## config.mk

```make
export PLATFORM = sky130hd
export DESIGN_NAME = cache_mem_arbiter
export DESIGN_NICKNAME = d
export VERILOG_FILES = /design/src/rtl/cache_bus_pkg.sv /design/src/rtl/rr_pick.sv /design/src/rtl/cache_mem_arbiter.sv
export SDC_FILE = /design/constraint.sdc
export NUM_CORES = 1
export LEC_CHECK = 0
export BUFFER_PORTS_ARGS = -buffer_cell sky130_fd_sc_hd__buf_2
export CORE_AREA = 2 2 360 362
export DETAILED_ROUTE_END_ITERATION = 10
export DIE_AREA = 0 0 362 364
export PLACE_DENSITY = 0.33
export SYNTH_ARGS = -nofsm -noshare
export SYNTH_HDL_FRONTEND = slang
export SYNTH_SLANG_ARGS = --single-unit
```

## constraint.sdc

```tcl
create_clock -name clk -period 2.3 [get_ports clk]
set_clock_uncertainty 0.15 [all_clocks]
set_input_delay 0.345 -clock clk [delete_from_list [all_inputs] [get_ports clk]]
set_output_delay 0.345 -clock clk [all_outputs]
set_load 0.02 [all_outputs]
```

## src/rtl/cache_bus_pkg.sv

```systemverilog
// Shared types and constants for the cache-to-memory line bus.
package cache_bus_pkg;

    localparam int unsigned DEF_ADDR_W = 32;
    localparam int unsigned DEF_LINE_W = 128;

    // Channel indices as wired at the core boundary.
    localparam int unsigned CH_ICACHE  = 0;
    localparam int unsigned CH_DREFILL = 1;
    localparam int unsigned CH_DWB     = 2;

    typedef enum logic [1:0] {
        StIdle = 2'd0,
        StBusy = 2'd1,
        StResp = 2'd2
    } arb_state_e;

endpackage

```

## src/rtl/rr_pick.sv

```systemverilog
// Winner selection for the memory-port arbiter: fixed-priority or round-robin.
module rr_pick #(
    parameter int unsigned NUM_CH    = 3,
    parameter int unsigned PRIO_MODE = 1
) (
    input  logic [NUM_CH-1:0]         req_i,
    input  logic [$clog2(NUM_CH)-1:0] last_grant_i,
    output logic [$clog2(NUM_CH)-1:0] winner_o,
    output logic                      valid_o
);
    localparam int unsigned GW = $clog2(NUM_CH);

    logic [GW-1:0] lo_idx;
    logic [GW-1:0] hi_idx;
    logic          hi_found;

    // lo_idx: lowest requester overall; hi_idx: lowest requester above last_grant.
    // Round-robin takes hi_idx when present, otherwise wraps to lo_idx.
    always_comb begin
        lo_idx   = '0;
        hi_idx   = '0;
        hi_found = 1'b0;
        for (int i = NUM_CH - 1; i >= 0; i--) begin
            if (req_i[i]) begin
                lo_idx = GW'(i);
                if (GW'(i) > last_grant_i) begin
                    hi_idx   = GW'(i);
                    hi_found = 1'b1;
                end
            end
        end
        if (PRIO_MODE == 0) begin
            winner_o = lo_idx;
        end else begin
            winner_o = hi_found ? hi_idx : lo_idx;
        end
        valid_o = |req_i;
    end

endmodule

```

## src/rtl/cache_mem_arbiter.sv

```systemverilog
// Shares one line-wide memory port among NUM_CH cache channels, one transaction at a time.
module cache_mem_arbiter
    import cache_bus_pkg::*;
#(
    parameter int unsigned NUM_CH    = 3,
    parameter int unsigned ADDR_W    = DEF_ADDR_W,
    parameter int unsigned LINE_W    = DEF_LINE_W,
    parameter int unsigned PRIO_MODE = 1
) (
    input  logic                        clk,
    input  logic                        rst_n,
    input  logic [NUM_CH-1:0]           ch_req_i,
    input  logic [NUM_CH-1:0]           ch_we_i,
    input  logic [NUM_CH*ADDR_W-1:0]    ch_addr_i,
    input  logic [NUM_CH*LINE_W-1:0]    ch_wdata_i,
    output logic [NUM_CH-1:0]           ch_ready_o,
    output logic [LINE_W-1:0]           ch_rdata_o,
    output logic                        mem_req_o,
    output logic                        mem_we_o,
    output logic [ADDR_W-1:0]           mem_addr_o,
    output logic [LINE_W-1:0]           mem_wdata_o,
    input  logic                        mem_ready_i,
    input  logic [LINE_W-1:0]           mem_rdata_i,
    output logic [$clog2(NUM_CH)-1:0]   grant_o,
    output logic                        busy_o
);
    localparam int unsigned GW = $clog2(NUM_CH);

    arb_state_e        state_q;
    logic [GW-1:0]     grant_q;
    logic [GW-1:0]     last_grant_q;
    logic              we_q;
    logic              mem_req_q;
    logic [ADDR_W-1:0] addr_q;
    logic [LINE_W-1:0] wdata_q;
    logic [LINE_W-1:0] rdata_q;
    logic [NUM_CH-1:0] ready_q;

    logic [GW-1:0]     pick;
    logic              pick_valid;
    logic              sel_we;
    logic [ADDR_W-1:0] sel_addr;
    logic [LINE_W-1:0] sel_wdata;
    logic [NUM_CH-1:0] grant_onehot;

    rr_pick #(
        .NUM_CH    (NUM_CH),
        .PRIO_MODE (PRIO_MODE)
    ) u_pick (
        .req_i        (ch_req_i),
        .last_grant_i (last_grant_q),
        .winner_o     (pick),
        .valid_o      (pick_valid)
    );

    // Steer the winning channel's direction, address and line onto the capture bus.
    always_comb begin
        sel_we    = 1'b0;
        sel_addr  = '0;
        sel_wdata = '0;
        for (int i = 0; i < NUM_CH; i++) begin
            if (pick == GW'(i)) begin
                sel_we    = ch_we_i[i];
                sel_addr  = ch_addr_i[i*ADDR_W +: ADDR_W];
                sel_wdata = ch_wdata_i[i*LINE_W +: LINE_W];
            end
        end
    end

    // One-hot form of the registered grant, used for the completion pulse.
    always_comb begin
        grant_onehot = '0;
        for (int i = 0; i < NUM_CH; i++) begin
            grant_onehot[i] = (grant_q == GW'(i));
        end
    end

    // Arbitration FSM; every output is a register so reset clears them at once.
    always_ff @(posedge clk or negedge rst_n) begin
        if (!rst_n) begin
            state_q      <= StIdle;
            grant_q      <= '0;
            last_grant_q <= GW'(NUM_CH - 1);
            we_q         <= 1'b0;
            mem_req_q    <= 1'b0;
            addr_q       <= '0;
            wdata_q      <= '0;
            rdata_q      <= '0;
            ready_q      <= '0;
        end else begin
            unique case (state_q)
                StIdle: begin
                    if (pick_valid) begin
                        grant_q      <= pick;
                        last_grant_q <= pick;
                        we_q         <= sel_we;
                        addr_q       <= sel_addr;
                        wdata_q      <= sel_wdata;
                        mem_req_q    <= 1'b1;
                        state_q      <= StBusy;
                    end
                end
                StBusy: begin
                    if (mem_ready_i) begin
                        mem_req_q <= 1'b0;
                        // Writes leave the last read line visible on ch_rdata_o.
                        if (!we_q) begin
                            rdata_q <= mem_rdata_i;
                        end
                        ready_q <= grant_onehot;
                        state_q <= StResp;
                    end
                end
                StResp: begin
                    ready_q <= '0;
                    state_q <= StIdle;
                end
                default: begin
                    mem_req_q <= 1'b0;
                    ready_q   <= '0;
                    state_q   <= StIdle;
                end
            endcase
        end
    end

    assign ch_ready_o  = ready_q;
    assign ch_rdata_o  = rdata_q;
    assign mem_req_o   = mem_req_q;
    assign mem_we_o    = we_q;
    assign mem_addr_o  = addr_q;
    assign mem_wdata_o = wdata_q;
    assign grant_o     = grant_q;
    assign busy_o      = (state_q != StIdle);

endmodule

```

==> results of run 1 <==
layout by cell type, fill, tap and decap left out, types with 2 or more instances in the layout:
master	Yosys	routed
buf_2	64	911
dlygate4sd3_1	0	595
dfrtp_1	297	297
o21ai_0	228	228
nand2_1	164	164
mux2_2	128	128
buf_4	10	108
o21ai_1	99	99
a221oi_2	90	92
a221oi_1	70	65
clkbuf_16	0	44
buf_12	0	20
clkbuf_1	35	10
clkbuf_8	0	10
clkinv_2	0	7
nor2_1	6	6
a21oi_1	5	5
buf_6	12	5
nand2b_1	3	3
a221oi_4	0	3
nor3b_1	2	2
clkinv_8	0	2
bufbuf_16	0	2
power by group through the flow:
stage | combinational, mW | clock (mW) | sequential [mW]
floorplan | 6.06 | 0 | 12.5
global placement | 17.2 | 0 | 9.59
detailed placement | 17.1 | 0 | 9.59
CTS | 18.2 | 6.89 | 9.55
global route | 19.4 | 7.07 | 9.90
finish | 17.9 | 6.59 | 9.53
cell type report:
cell class,count,area share (%)
Clock buffer,63,4.35
Antenna cell,1,0.00870
Clock inverter,11,0.370
Sequential cell,298,25.9
Multi-Input combinational cell,809,20.7
Timing Repair Buffer,1643,41.3
Tap cell,1675,7.28
Inverter,1,0.0130
cells by family after synthesis:
kind of cell,count (synthesis),share of synthesized area (%)
compound gates,499,26.6
buf+inv,122,4.75
flops,298,53.3
mux,129,10.4
simple gates,181,5.06
registers in the layout, indices dropped and copies added (netlist names):
register      count
mem_wdata_o     128
mem_req_o         1
mem_we_o          1
mem_addr_o       32
grant_o           2
ch_rdata_o      128
last_grant_q      1
state_q           2
ch_ready_o        3
timing repair:
action,CTS,global route
buffers inserted,3,2
cloned,2,1
endpoints found under the hold margin,589,0
pin swaps,2,7
setup endpoints to repair,2,16
hold buffers,595,0
resized for setup,8,7
critical path: cells and delay by family, from the launching register on:
| kind | cells | cell delay (ps) |
|---|---|---|
| buffers and inverters | 3 | 550 |
| DFF | 1 | 520 |
| AOI/OAI and AO/OA | 3 | 610 |
| and+or+nand+nor | 1 | 260 |
metal layers:
layer	GRT usage [%]	wire, um	vias up
met4	4.22	2580	6
met5	0	41	-
met3	3.09	5720	106
met2	21.9	43300	620
li1	-	-	7746
met1	16.0	38300	8085
stage by stage:
stage          utilization, %  area, um^2  hold slack, ps  setup TNS, ps
2_1_floorplan               -       14000            -101              0
3_3_place_gp             16.6       21300             142           -480
3_5_place_dp             16.6       21300             143           -775
4_1_cts                  22.4       28700            2.04          -17.1
5_1_grt                  22.4       28800            45.5          -3.49
6_report                 22.4       28800            57.7              0
path summary, 6_finish.rpt:
path,depth (start not counted),from,to
worst max-delay path,7,last_grant_q[1]$_DFFE_PN1P_,mem_wdata_o[5]$_DFFE_PN0P_
worst max register to register,7,last_grant_q[1]$_DFFE_PN1P_,mem_wdata_o[5]$_DFFE_PN0P_
worst min-delay path,4,ch_addr_i[29],mem_addr_o[29]$_DFFE_PN0P_
worst min register to register,2,mem_wdata_o[123]$_DFFE_PN0P_,mem_wdata_o[123]$_DFFE_PN0P_
min in group asynchronous,2,rst_n,mem_wdata_o[5]$_DFFE_PN0P_
max in group asynchronous,3,rst_n,ch_rdata_o[73]$_DFFE_PN0P_
==> reports/qor.csv, run 1 <==
metric;value;unit
die_height;364;um
internal_power;18.7;mW
cpPeakStageDelay;520;ps
fin_cells;4501;
required;2610;ps
slowest_stage;dfstp_2;
clock_latency;590;ps
syn_area_per_cell;11.4;um^2
die_w;362;um
seq_power_share;28.0;%
synth_top_area_share;53.1;%
layout_setup_ws;65.0;ps
fillCellCount;14070;
p_total;34.0;mW
area_growth_syn_to_layout;105;%
h-tree-depth;2;
multi_input_area;5970;um^2
synth-seq-area-share;53.3;%
arrival;2550;ps
cts_buffers;42;
antenna_found_initial;6;
port_buffers;912;
synth_async_sr_flop_share;100;%
synth_edf_count;0;
ios;913;
synth_top_cell_by_area;dfrtp_1;
hold_viol_final;0;
crit_fanout;8;
seqCellArea;7460;um^2
final-max-slew-violation-count;0;
switchingPower;15.4;mW
place_ws;-567;ps
fmax;0.447;GHz
clock-sinks;298;
yosys-top-cells-count;dfrtp_1 (297), o21ai_0 (228), nand2_1 (164), mux2_2 (128), o21ai_1 (99);
grt_first_pass_wirelength;125000;um
synth_area;14000;um^2
slew_headroom;63.0;%
num_vias;16563;
viasPerCell;3.68;
clock_power_share;19.3;%
gp_congestion;0.841;
final_layout_size_suffix_gt1_share;47.6;%
rows;132;
drc;0;
yosys_warnings;0;
dp_cells;3823;
switching_share;45.2;%
grt_max_degree;49;
ys_ff_latch;298;
period_needed;2230;ps
final_antenna_net_count;0;
overflow;0;
coreArea;128000;um^2
critPathKind;reg2reg;
end_kind;register;
synth_nets;1846;
cts_root_buf;clkbuf_16;
initial_utilization;10.9;%
grt_pass1_vias;18046;
ys_types;30;
wl_per_cell;20.0;um
syn_inst;1229;
drt_iter0_drc;768;
cts_tree;yes;
p_leak;13.0;nW
peakVddDrop;387;uV
powerDensity;1180;nW/um^2
p_comb_share;52.7;%
drtPass1Iterations;6;
synthFlopType;dfrtp_1;
wirelength;90000;um
fin_crit_sh;97.2;%
yosysMostFrequentCell;dfrtp_1;
clk_pin_slew;60;ps
synth.area.top_cells;dfrtp_1 (53%), mux2_2 (10%), a221oi_2 (9.6%), o21ai_0 (8.1%), nand2_1 (4.4%);
crit_path_cell_trace;and2b_2 > a2bb2oi_4 > clkbuf_16 > buf_6 > buf_4 > a221oi_2 > o21ai_1;
nNetsFinal;3412;
dieArea;132000;um^2
critPathLaunchType;register;
cts_buffer_depth;3;
hpwl;68400;um
holdCritPathClass;in2reg;
reg2reg_slack;70;ps
tightest_slew;549;ps
cap_violations;0;
outcome;complete, no violations;
setup_viol;0;
grt_util_all_layers;12.9;%
Note: power is estimated with default switching activity, not from simulation.
==> run 2: changes to the inputs <==
- clock period: 2.3 -> 2.5 ns (I/O delays scaled with it)
==> reports/qor.csv, run 2 (synthesis gave the netlist of run 1 again) <==
metric;value;unit;change
required;2790;ps;was 2610 ps
port_buffers;912;;unchanged
h-tree-depth;2;;unchanged
final_cell_area;28300;um^2;was 28800 um^2
hold_viol_final;0;;unchanged
critPathLaunchType;register;;unchanged
grt_pass1_vias;17806;;was 18046
reg2reg_slack;50;ps;was 70 ps
cap_violations;0;;unchanged
drt_iter0_drc;779;;was 768
detailed_place.area;21000;um^2;was 21300 um^2
num_vias;16509;;was 16563
crit_fanout;26;;was 8
drc;0;;unchanged
hpwl;67100;um;was 68400 um
fin_crit_sh;98.0;%;was 97.2%
clk_pin_slew;60;ps;about the same
rsz0062_at_grt;false;;
final-max-slew-violation-count;0;;unchanged
rows;132;;unchanged
viasPerCell;3.71;;was 3.68
powerDensity;1090;nW/um^2;was 1180 nW/um^2
coreArea;128000;um^2;unchanged
cts_buffer_depth;3;;unchanged
initial_utilization;10.9;%;unchanged
critPathTopFamily;compound AO/OA/AOI/OAI gates;;unchanged
overflow;0;;unchanged
p_leak;12.7;nW;was 13.0 nW
period_needed;2450;ps;was 2230 ps
wl_per_cell;19.7;um;was 20.0 um
clock-sinks;298;;unchanged
postLayoutCoreUtil;22.0;%;was 22.4%
grt_util_all_layers;12.6;%;was 12.9%
holdCritPathClass;in2reg;;unchanged
fin_cells;4451;;was 4501
dp_cells;3787;;was 3823
cts_buffers;41;;was 42
die_height;364;um;unchanged
die_w;362;um;unchanged
cpPeakStageDelay;600;ps;was 520 ps
layout_common_cells;buf_2 (911), dlygate4sd3_1 (592), dfrtp_1 (297);;was buf_2 (911), dlygate4sd3_1 (595), dfrtp_1 (297)
final_common_cell;buf_2;;unchanged
finalSetupTns;0;ps;unchanged
p_total;30.7;mW;was 34.0 mW
grt_max_degree;56;;was 49
dieArea;132000;um^2;unchanged
peakVddDrop;459;uV;was 387 uV
slew_headroom;45.1;%;was 63.0%
crit_path_cell_trace;and2b_1 > a2bb2oi_4 > buf_4 > a221oi_1 > o21ai_0;;was and2b_2 > a2bb2oi_4 > clkbuf_16 > buf_6 > buf_4 > a221oi_2 > o21ai_1
critPathKind;reg2reg;;unchanged
path_buf_inv;1;;was 3
outcome;complete, no violations;;unchanged
setup_viol;0;;unchanged
end_kind;register;;unchanged
nNetsFinal;3364;;was 3412
slowest_stage;a221oi_1;;was dfstp_2
cts_root_buf;clkbuf_16;;unchanged
area_growth_syn_to_layout;102;%;was 105%
antenna_found_initial;9;;was 6
ios;913;;unchanged
wirelength;87800;um;was 90000 um
final_layout_size_suffix_gt1_share;46.6;%;was 47.6%
gp_congestion;0.850;;was 0.841
clock_latency;590;ps;about the same
fmax;0.408;GHz;was 0.447 GHz
cts_setup_buffers;0;;was 3
grt_first_pass_wirelength;123000;um;was 125000 um
drtPass1Iterations;5;;was 6
cts_tree;yes;;unchanged
arrival;2740;ps;was 2550 ps
tightest_slew;815;ps;was 549 ps
final_antenna_net_count;0;;unchanged
==> run 2: timing repair <==
action                     CTS  global route
hold buffers               592             0
resized for setup            1             1
cloned                       0             0
setup endpoints to repair    1             1
hold endpoints to repair   330             0
pin swaps                    0             0
==> run 2: final timing paths <==
kind	startpoint	endpoint	depth (start not counted)
max in group asynchronous	rst_n	ch_rdata_o[124]$_DFFE_PN0P_	3
hold reg to reg	mem_wdata_o[112]$_DFFE_PN0P_	mem_wdata_o[112]$_DFFE_PN0P_	2
hold / removal	ch_wdata_i[217]	mem_wdata_o[89]$_DFFE_PN0P_	3
min in group asynchronous	rst_n	mem_wdata_o[11]$_DFFE_PN0P_	2
setup / recovery	last_grant_q[1]$_DFFE_PN1P_	mem_wdata_o[104]$_DFFE_PN0P_	5
setup reg to reg	last_grant_q[1]$_DFFE_PN1P_	mem_wdata_o[104]$_DFFE_PN0P_	5
==> run 2: layout make-up <==
class,count,area (um^2)
Fill cell,14053,100000
Antenna cell,3,7.51
Multi-Input combinational cell,809,5920
Clock buffer,61,1220
Clock inverter,8,116
Timing Repair Buffer,1596,11400
Sequential cell,298,7460
Inverter,1,3.75
Tap cell,1675,2100
==> run 2: per-layer routing <==
layer / track usage (%) / vias up / wire, um / share of wire [%]
met3: 3.26 / 112 / 5990 / 6.8
li1: - / 7649 / - / -
met5: 0 / - / 46 / 0.052
met1: 15.6 / 8082 / 37100 / 42
met4: 3.94 / 6 / 2410 / 2.7
met2: 21.3 / 660 / 42200 / 48
==> run 2: power by group <==
part	total (mW)	internal (mW)	switching, mW
Sequential	8.85	7.31	1.54
Combinational	15.8	5.91	9.91
Clock	6.05	3.58	2.48
Total	30.7	16.8	13.9
==> run 2: tightest hold or removal path, cell delays in order <==
cell and delay, ps:
buf_2 130, a221oi_1 90, o21ai_0 160
==> run 2: metrics by stage <==
step | hold slack [ps] | setup WS, ps
2_1_floorplan | -70.6 | 591
3_3_place_gp | 244 | -163
3_5_place_dp | 242 | -248
4_1_cts | 3.35 | 23.7
5_1_grt | 34.7 | 3.70
6_report | 56.3 | 48.8
